--- src/rtl/pulse_symbol_timer.sv ---
// Symbol timer for the pulse transmitter: plays (level, duration) symbols on pulse_out with
// prescaled timing, optional carrier, and a one-deep pending slot for gapless back-to-back play.
module pulse_symbol_timer #(
    parameter int unsigned DUR_W   = 8,
    parameter int unsigned PRESC_W = 8,
    parameter int unsigned CAR_W   = 8
) (
    input  logic               clk,
    input  logic               rst_n,
    input  logic               enable,
    input  logic [PRESC_W-1:0] prescale,
    input  logic               carrier_en,
    input  logic [CAR_W-1:0]   carrier_half,
    input  logic               idle_level,
    input  logic               sym_valid,
    input  logic               sym_level,
    input  logic [DUR_W-1:0]   sym_dur,
    output logic               sym_ready,
    output logic               pulse_out,
    output logic               busy,
    output logic               sym_end
);

    typedef enum logic {StIdle, StRun} state_e;

    state_e             state_q, state_d;
    logic               level_q, level_d;
    logic [DUR_W-1:0]   dur_cnt_q, dur_cnt_d;
    logic [PRESC_W-1:0] presc_cnt_q, presc_cnt_d;
    logic [PRESC_W-1:0] presc_q, presc_d;
    logic [CAR_W-1:0]   car_cnt_q, car_cnt_d;
    logic [CAR_W-1:0]   car_half_q, car_half_d;
    logic               car_en_q, car_en_d;
    logic               phase_q, phase_d;
    logic               pend_v_q, pend_v_d;
    logic               pend_level_q, pend_level_d;
    logic [DUR_W-1:0]   pend_dur_q, pend_dur_d;
    logic               pulse_out_q, pulse_out_d;
    logic               busy_q, busy_d;
    logic               sym_end_q, sym_end_d;

    logic accept;
    logic last;
    logic load_new;
    logic load_pend;

    assign sym_ready = rst_n & enable & ~pend_v_q;
    assign accept    = sym_valid & sym_ready;
    assign last      = (dur_cnt_q == '0) && (presc_cnt_q == '0);

    always_comb begin
        state_d      = state_q;
        level_d      = level_q;
        dur_cnt_d    = dur_cnt_q;
        presc_cnt_d  = presc_cnt_q;
        presc_d      = presc_q;
        car_cnt_d    = car_cnt_q;
        car_half_d   = car_half_q;
        car_en_d     = car_en_q;
        phase_d      = phase_q;
        pend_v_d     = pend_v_q;
        pend_level_d = pend_level_q;
        pend_dur_d   = pend_dur_q;
        sym_end_d    = 1'b0;
        load_new     = 1'b0;
        load_pend    = 1'b0;

        unique case (state_q)
            StIdle: begin
                if (accept) begin
                    load_new = 1'b1;
                    state_d  = StRun;
                end
            end
            StRun: begin
                if (presc_cnt_q == '0) begin
                    presc_cnt_d = presc_q;
                    if (dur_cnt_q != '0) dur_cnt_d = dur_cnt_q - DUR_W'(1);
                end else begin
                    presc_cnt_d = presc_cnt_q - PRESC_W'(1);
                end
                if (car_en_q) begin
                    if (car_cnt_q == '0) begin
                        car_cnt_d = car_half_q;
                        phase_d   = ~phase_q;
                    end else begin
                        car_cnt_d = car_cnt_q - CAR_W'(1);
                    end
                end
                if (last) begin
                    sym_end_d = 1'b1;
                    if (pend_v_q) begin
                        load_pend = 1'b1;
                        pend_v_d  = 1'b0;
                    end else if (accept) begin
                        load_new = 1'b1;
                    end else begin
                        state_d = StIdle;
                    end
                end else if (accept) begin
                    // Accept implies an empty slot, so this never overwrites a pending symbol
                    pend_v_d     = 1'b1;
                    pend_level_d = sym_level;
                    pend_dur_d   = sym_dur;
                end
            end
            default: state_d = StIdle;
        endcase

        if (load_new || load_pend) begin
            level_d     = load_pend ? pend_level_q : sym_level;
            dur_cnt_d   = load_pend ? pend_dur_q : sym_dur;
            presc_cnt_d = prescale;
            presc_d     = prescale;
            car_cnt_d   = carrier_half;
            car_half_d  = carrier_half;
            car_en_d    = carrier_en;
            phase_d     = 1'b1;
        end

        if (!enable) begin
            state_d   = StIdle;
            pend_v_d  = 1'b0;
            sym_end_d = 1'b0;
        end

        // Outputs are registered from next-state values so they line up with the active symbol
        busy_d      = (state_d == StRun);
        pulse_out_d = busy_d ? (level_d & (car_en_d ? phase_d : 1'b1)) : idle_level;
    end

    always_ff @(posedge clk) begin
        if (!rst_n) begin
            state_q      <= StIdle;
            level_q      <= 1'b0;
            dur_cnt_q    <= '0;
            presc_cnt_q  <= '0;
            presc_q      <= '0;
            car_cnt_q    <= '0;
            car_half_q   <= '0;
            car_en_q     <= 1'b0;
            phase_q      <= 1'b0;
            pend_v_q     <= 1'b0;
            pend_level_q <= 1'b0;
            pend_dur_q   <= '0;
            pulse_out_q  <= 1'b0;
            busy_q       <= 1'b0;
            sym_end_q    <= 1'b0;
        end else begin
            state_q      <= state_d;
            level_q      <= level_d;
            dur_cnt_q    <= dur_cnt_d;
            presc_cnt_q  <= presc_cnt_d;
            presc_q      <= presc_d;
            car_cnt_q    <= car_cnt_d;
            car_half_q   <= car_half_d;
            car_en_q     <= car_en_d;
            phase_q      <= phase_d;
            pend_v_q     <= pend_v_d;
            pend_level_q <= pend_level_d;
            pend_dur_q   <= pend_dur_d;
            pulse_out_q  <= pulse_out_d;
            busy_q       <= busy_d;
            sym_end_q    <= sym_end_d;
        end
    end

    assign pulse_out = pulse_out_q;
    assign busy      = busy_q;
    assign sym_end   = sym_end_q;

endmodule

--- config.mk ---
export PLATFORM = sky130hd
export DESIGN_NAME = pulse_symbol_timer
export DESIGN_NICKNAME = d
export VERILOG_FILES = /design/src/rtl/pulse_symbol_timer.sv
export SDC_FILE = /design/constraint.sdc
export NUM_CORES = 1
export LEC_CHECK = 0
export BUFFER_PORTS_ARGS = -buffer_cell sky130_fd_sc_hd__buf_2
export CAP_MARGIN = 25
export CORE_ASPECT_RATIO = 0.5
export CORE_MARGIN = 2
export CORE_UTILIZATION = 60
export CTS_BUF_LIST = sky130_fd_sc_hd__clkbuf_8
export DETAILED_ROUTE_END_ITERATION = 10
export PLACE_DENSITY = 0.82
export SYNTH_ARGS = -nofsm -noshare
export SYNTH_HDL_FRONTEND = slang
export SYNTH_SLANG_ARGS = --single-unit
--- constraint.sdc ---
create_clock -name clk -period 3.55 [get_ports clk]
set_clock_uncertainty 0.15 [all_clocks]
set_input_delay 0.1775 -clock clk [delete_from_list [all_inputs] [get_ports clk]]
set_output_delay 0.1775 -clock clk [all_outputs]
set_load 0.02 [all_outputs]
==> results_dict.tcl <==
set metrics [dict create \
    drtIter0Drc 190 \
    power.total_uw 1314 \
    grt_pass1_wl_mm 11.58 \
    ys_ff_latch 56 \
    area_growth_syn_to_layout_pct 18.49 \
    drtPass1Iterations 5 \
    powerDensity_nw_per_um2 390.0 \
    cts_num_sinks 56 \
    setup_viol 0 \
    synth_top_flop_cell "dfxtp_1" \
    io_pins 35 \
    synth_xor_area_share_pct 0.9243 \
    grt_max_degree 40 \
    cellLeakagePower_uw 0.001313 \
    vias 2733 \
    n_antenna_cell 0 \
    reg2reg_slack_ps 460 \
    syn_nets 377 \
    synth_top_family_by_area "compound AO/OA/AOI/OAI gates" \
    viasPerCell 6.073 \
    drive_gt1_share_pct 13.23 \
    die_x_um 101.3 \
    routedWlPerCell_um 15.57 \
    cts_root_buffer "clkbuf_8" \
    fin_crit_ps 3094 \
    grt_busiest_layer "met2" \
    antenna_found_initial 0 \
    synthMostInstantiatedCell "dfxtp_1" \
    cap_violations 0 \
    drc 0 \
    synthAdderAreaFrac_pct 1.761 \
    h-tree-depth 2 \
    synth-compound-area-share_pct 25.00 \
    worstHoldPathType "in -> reg" \
    placed_cells 418 \
    arrival_ps 3170 \
    slew_viol_final 0 \
    use_met2_pct 48.79 \
    start_util_pct 63.64 \
    synth_cell_types 56 \
    synth_top_area_share_pct 39.44 \
    clock.fmax_ghz 0.3233 \
    grt_pass1_vias 2569 \
    postCtsSetupRepairBufs 0 \
    yosysTopAreaCell "dfxtp_1" \
    grt_overflow_total 0 \
    yosysWarnings 0 \
    clk_pin_slew_worst_paths_ps 100 \
    final_hold_viol_count 0 \
    required_ps 3620 \
    holdBufCountCts 24 \
    numCtsBuffers 5 \
    routed_wl_mm 7.005 \
    crit_chain "inv_1, ha_1, or4b_4, o41ai_4, and2b_1, buf_4, nor2_1, o31ai_1" \
    met3_usage_pct 6.933 \
    yosys.area_share.simple_pct 21.17 \
    worst_path_max_delay_cell "and2b_1" \
    criticalPathCategory "reg -> reg" \
    synth_area_um2 2843 \
    postSynthAreaPerCell_um2 8.312 \
    ys_top_cells_by_area "dfxtp_1 (39%), nand2_1 (7.0%), mux2i_1 (6.7%), a21oi_1 (6.3%), nor2_1 (3.2%)" \
    synth_edf_count 0 \
    place_hpwl_mm 4.643 \
    final_util_pct 75.41 \
    finalNonFillerCells 450 \
    critPathLaunchType "flop" \
    dieHeight_um 52.67 \
    gr-usage-all-layers_pct 28.21 \
    outcome "complete, no violations" \
    design.core.area_um2 4467 \
    max_stage_delay_ps 550 \
    maxSlewHeadroom_pct 55.31 \
    ir_drop_uv 227.8 \
    postSynthCellCount 342 \
    worstSetupEndpointType "flop" \
    clkLatencyLatePin_ps 310 \
    port-buffer-count 34 \
    row_count 17 \
    tightestPinTransition_ps 664.3 \
    synthArstFlopShare_pct 0 \
    rsz0062_at_grt "no" \
    cts_tree "yes" \
    crit_family "simple AND/OR/NAND/NOR gates" \
    postRouteAntennaNets 0 \
    post_cts_resized 0 \
    grt_use_met1_pct 34.59 \
    gp_congestion 0.8520 \
    die_area_um2 5338 \
    clockBufferDepth 2 \
    post-route-period-util_pct 87.14 \
    muxShareOfSynthArea_pct 7.086 \
    seq_area_frac_synth_pct 39.44 \
    finalSetupTns_ps 0 \
    yosys-top-cells-count "dfxtp_1 (56), nand2_1 (53), a21oi_1 (36)" \
    crit_fanout 16 \
    final_nets 427 \
    path_buf_inv 2 \
]
==> path summary, 6_finish.rpt <==
path | from | endpoint | cells past startpoint
hold / removal | prescale[0] | presc_q[0] | 3
hold reg to reg | presc_q[6] | presc_q[6] | 2
setup reg to reg | dur_cnt_q[0] | pulse_out | 8
setup / recovery | dur_cnt_q[0] | pulse_out | 8
==> cell usage in the layout (no fill, tap or decap), drive strengths merged, types with 3 or more instances in the layout <==
master       Yosys  layout
nand3            5       5
o21ai           12      12
clkbuf          14       6
xnor2            3       3
o221ai           7       7
ha               4       4
or4              4       4
nor2            24      24
inv             12      12
o31ai            4       4
o22ai            4       4
dlygate4sd3      0      24
dfxtp           56      56
nor4             3       3
a21oi           36      36
or3              4       4
nor3b            4       4
buf              6      39
nor3             9       9
and2             4       4
a32o             3       3
nand2           53      53
o211ai           7       7
a211oi           3       3
o21a             6       6
mux2i           19      19
a2bb2oi          4       4
==> stage by stage <==
step | hold WS, ps | area [um^2] | setup slack (ps)
finish | 24.57 | 3368 | 456.5
global placement | 266.0 | 3035 | 613.2
floorplan | 163.5 | 2843 | 1081
detailed placement | 285.1 | 3035 | 502.2
CTS | 16.84 | 3368 | 466.9
global route | 18.60 | 3368 | 246.6
==> cell families (layout without fill, tap and decap cells) <==
| logic type | count (synthesis) | after routing |
|---|---|---|
| simple gates | 124 | 124 |
| fa+ha+maj | 4 | 4 |
| buf+inv | 32 | 83 |
| xor+xnor | 3 | 3 |
| mux | 20 | 20 |
| flops | 56 | 56 |
| compound gates | 103 | 103 |
==> worst min-delay path, stage by stage <==
cell     delay (ps)
buf_2           100
nand2_1          90
a21oi_1          70
==> registers in the layout (all words and copies together) (netlist names) <==
register      cells
busy              1
car_cnt_q         8
car_en_q          1
car_half_q        8
dur_cnt_q         8
level_q           1
pend_dur_q        8
pend_level_q      1
pend_v_q          1
phase_q           1
presc_cnt_q       8
presc_q           8
pulse_out         1
sym_end           1
==> power breakdown <==
group	switching, uW	leakage, uW	total (uW)	internal, uW
clock network	204	0.0000510	360	156
registers	26.3	0.000455	680	654
logic	155	0.000807	273	118
==> area by class of cell <==
class	count	area, um^2
multi-input cells	254	1590
flip-flops and latches	56	1121
fillers	344	1099
repair buffers	63	447.9
clock buffers	6	82.58
well taps	57	71.32
inverters	12	45.04
clock inverters	2	10.01
==> metal layers <==
layer  wire (um)  part of all wire, %  up-vias
li1            -                    -     1346
met1        3074                   44     1277
met2        3346                   48       95
met3         458                  6.5       15
met4         125                  1.8        0
met5           0                    0        -
No activity file was read; power rests on OpenSTA's default activity.
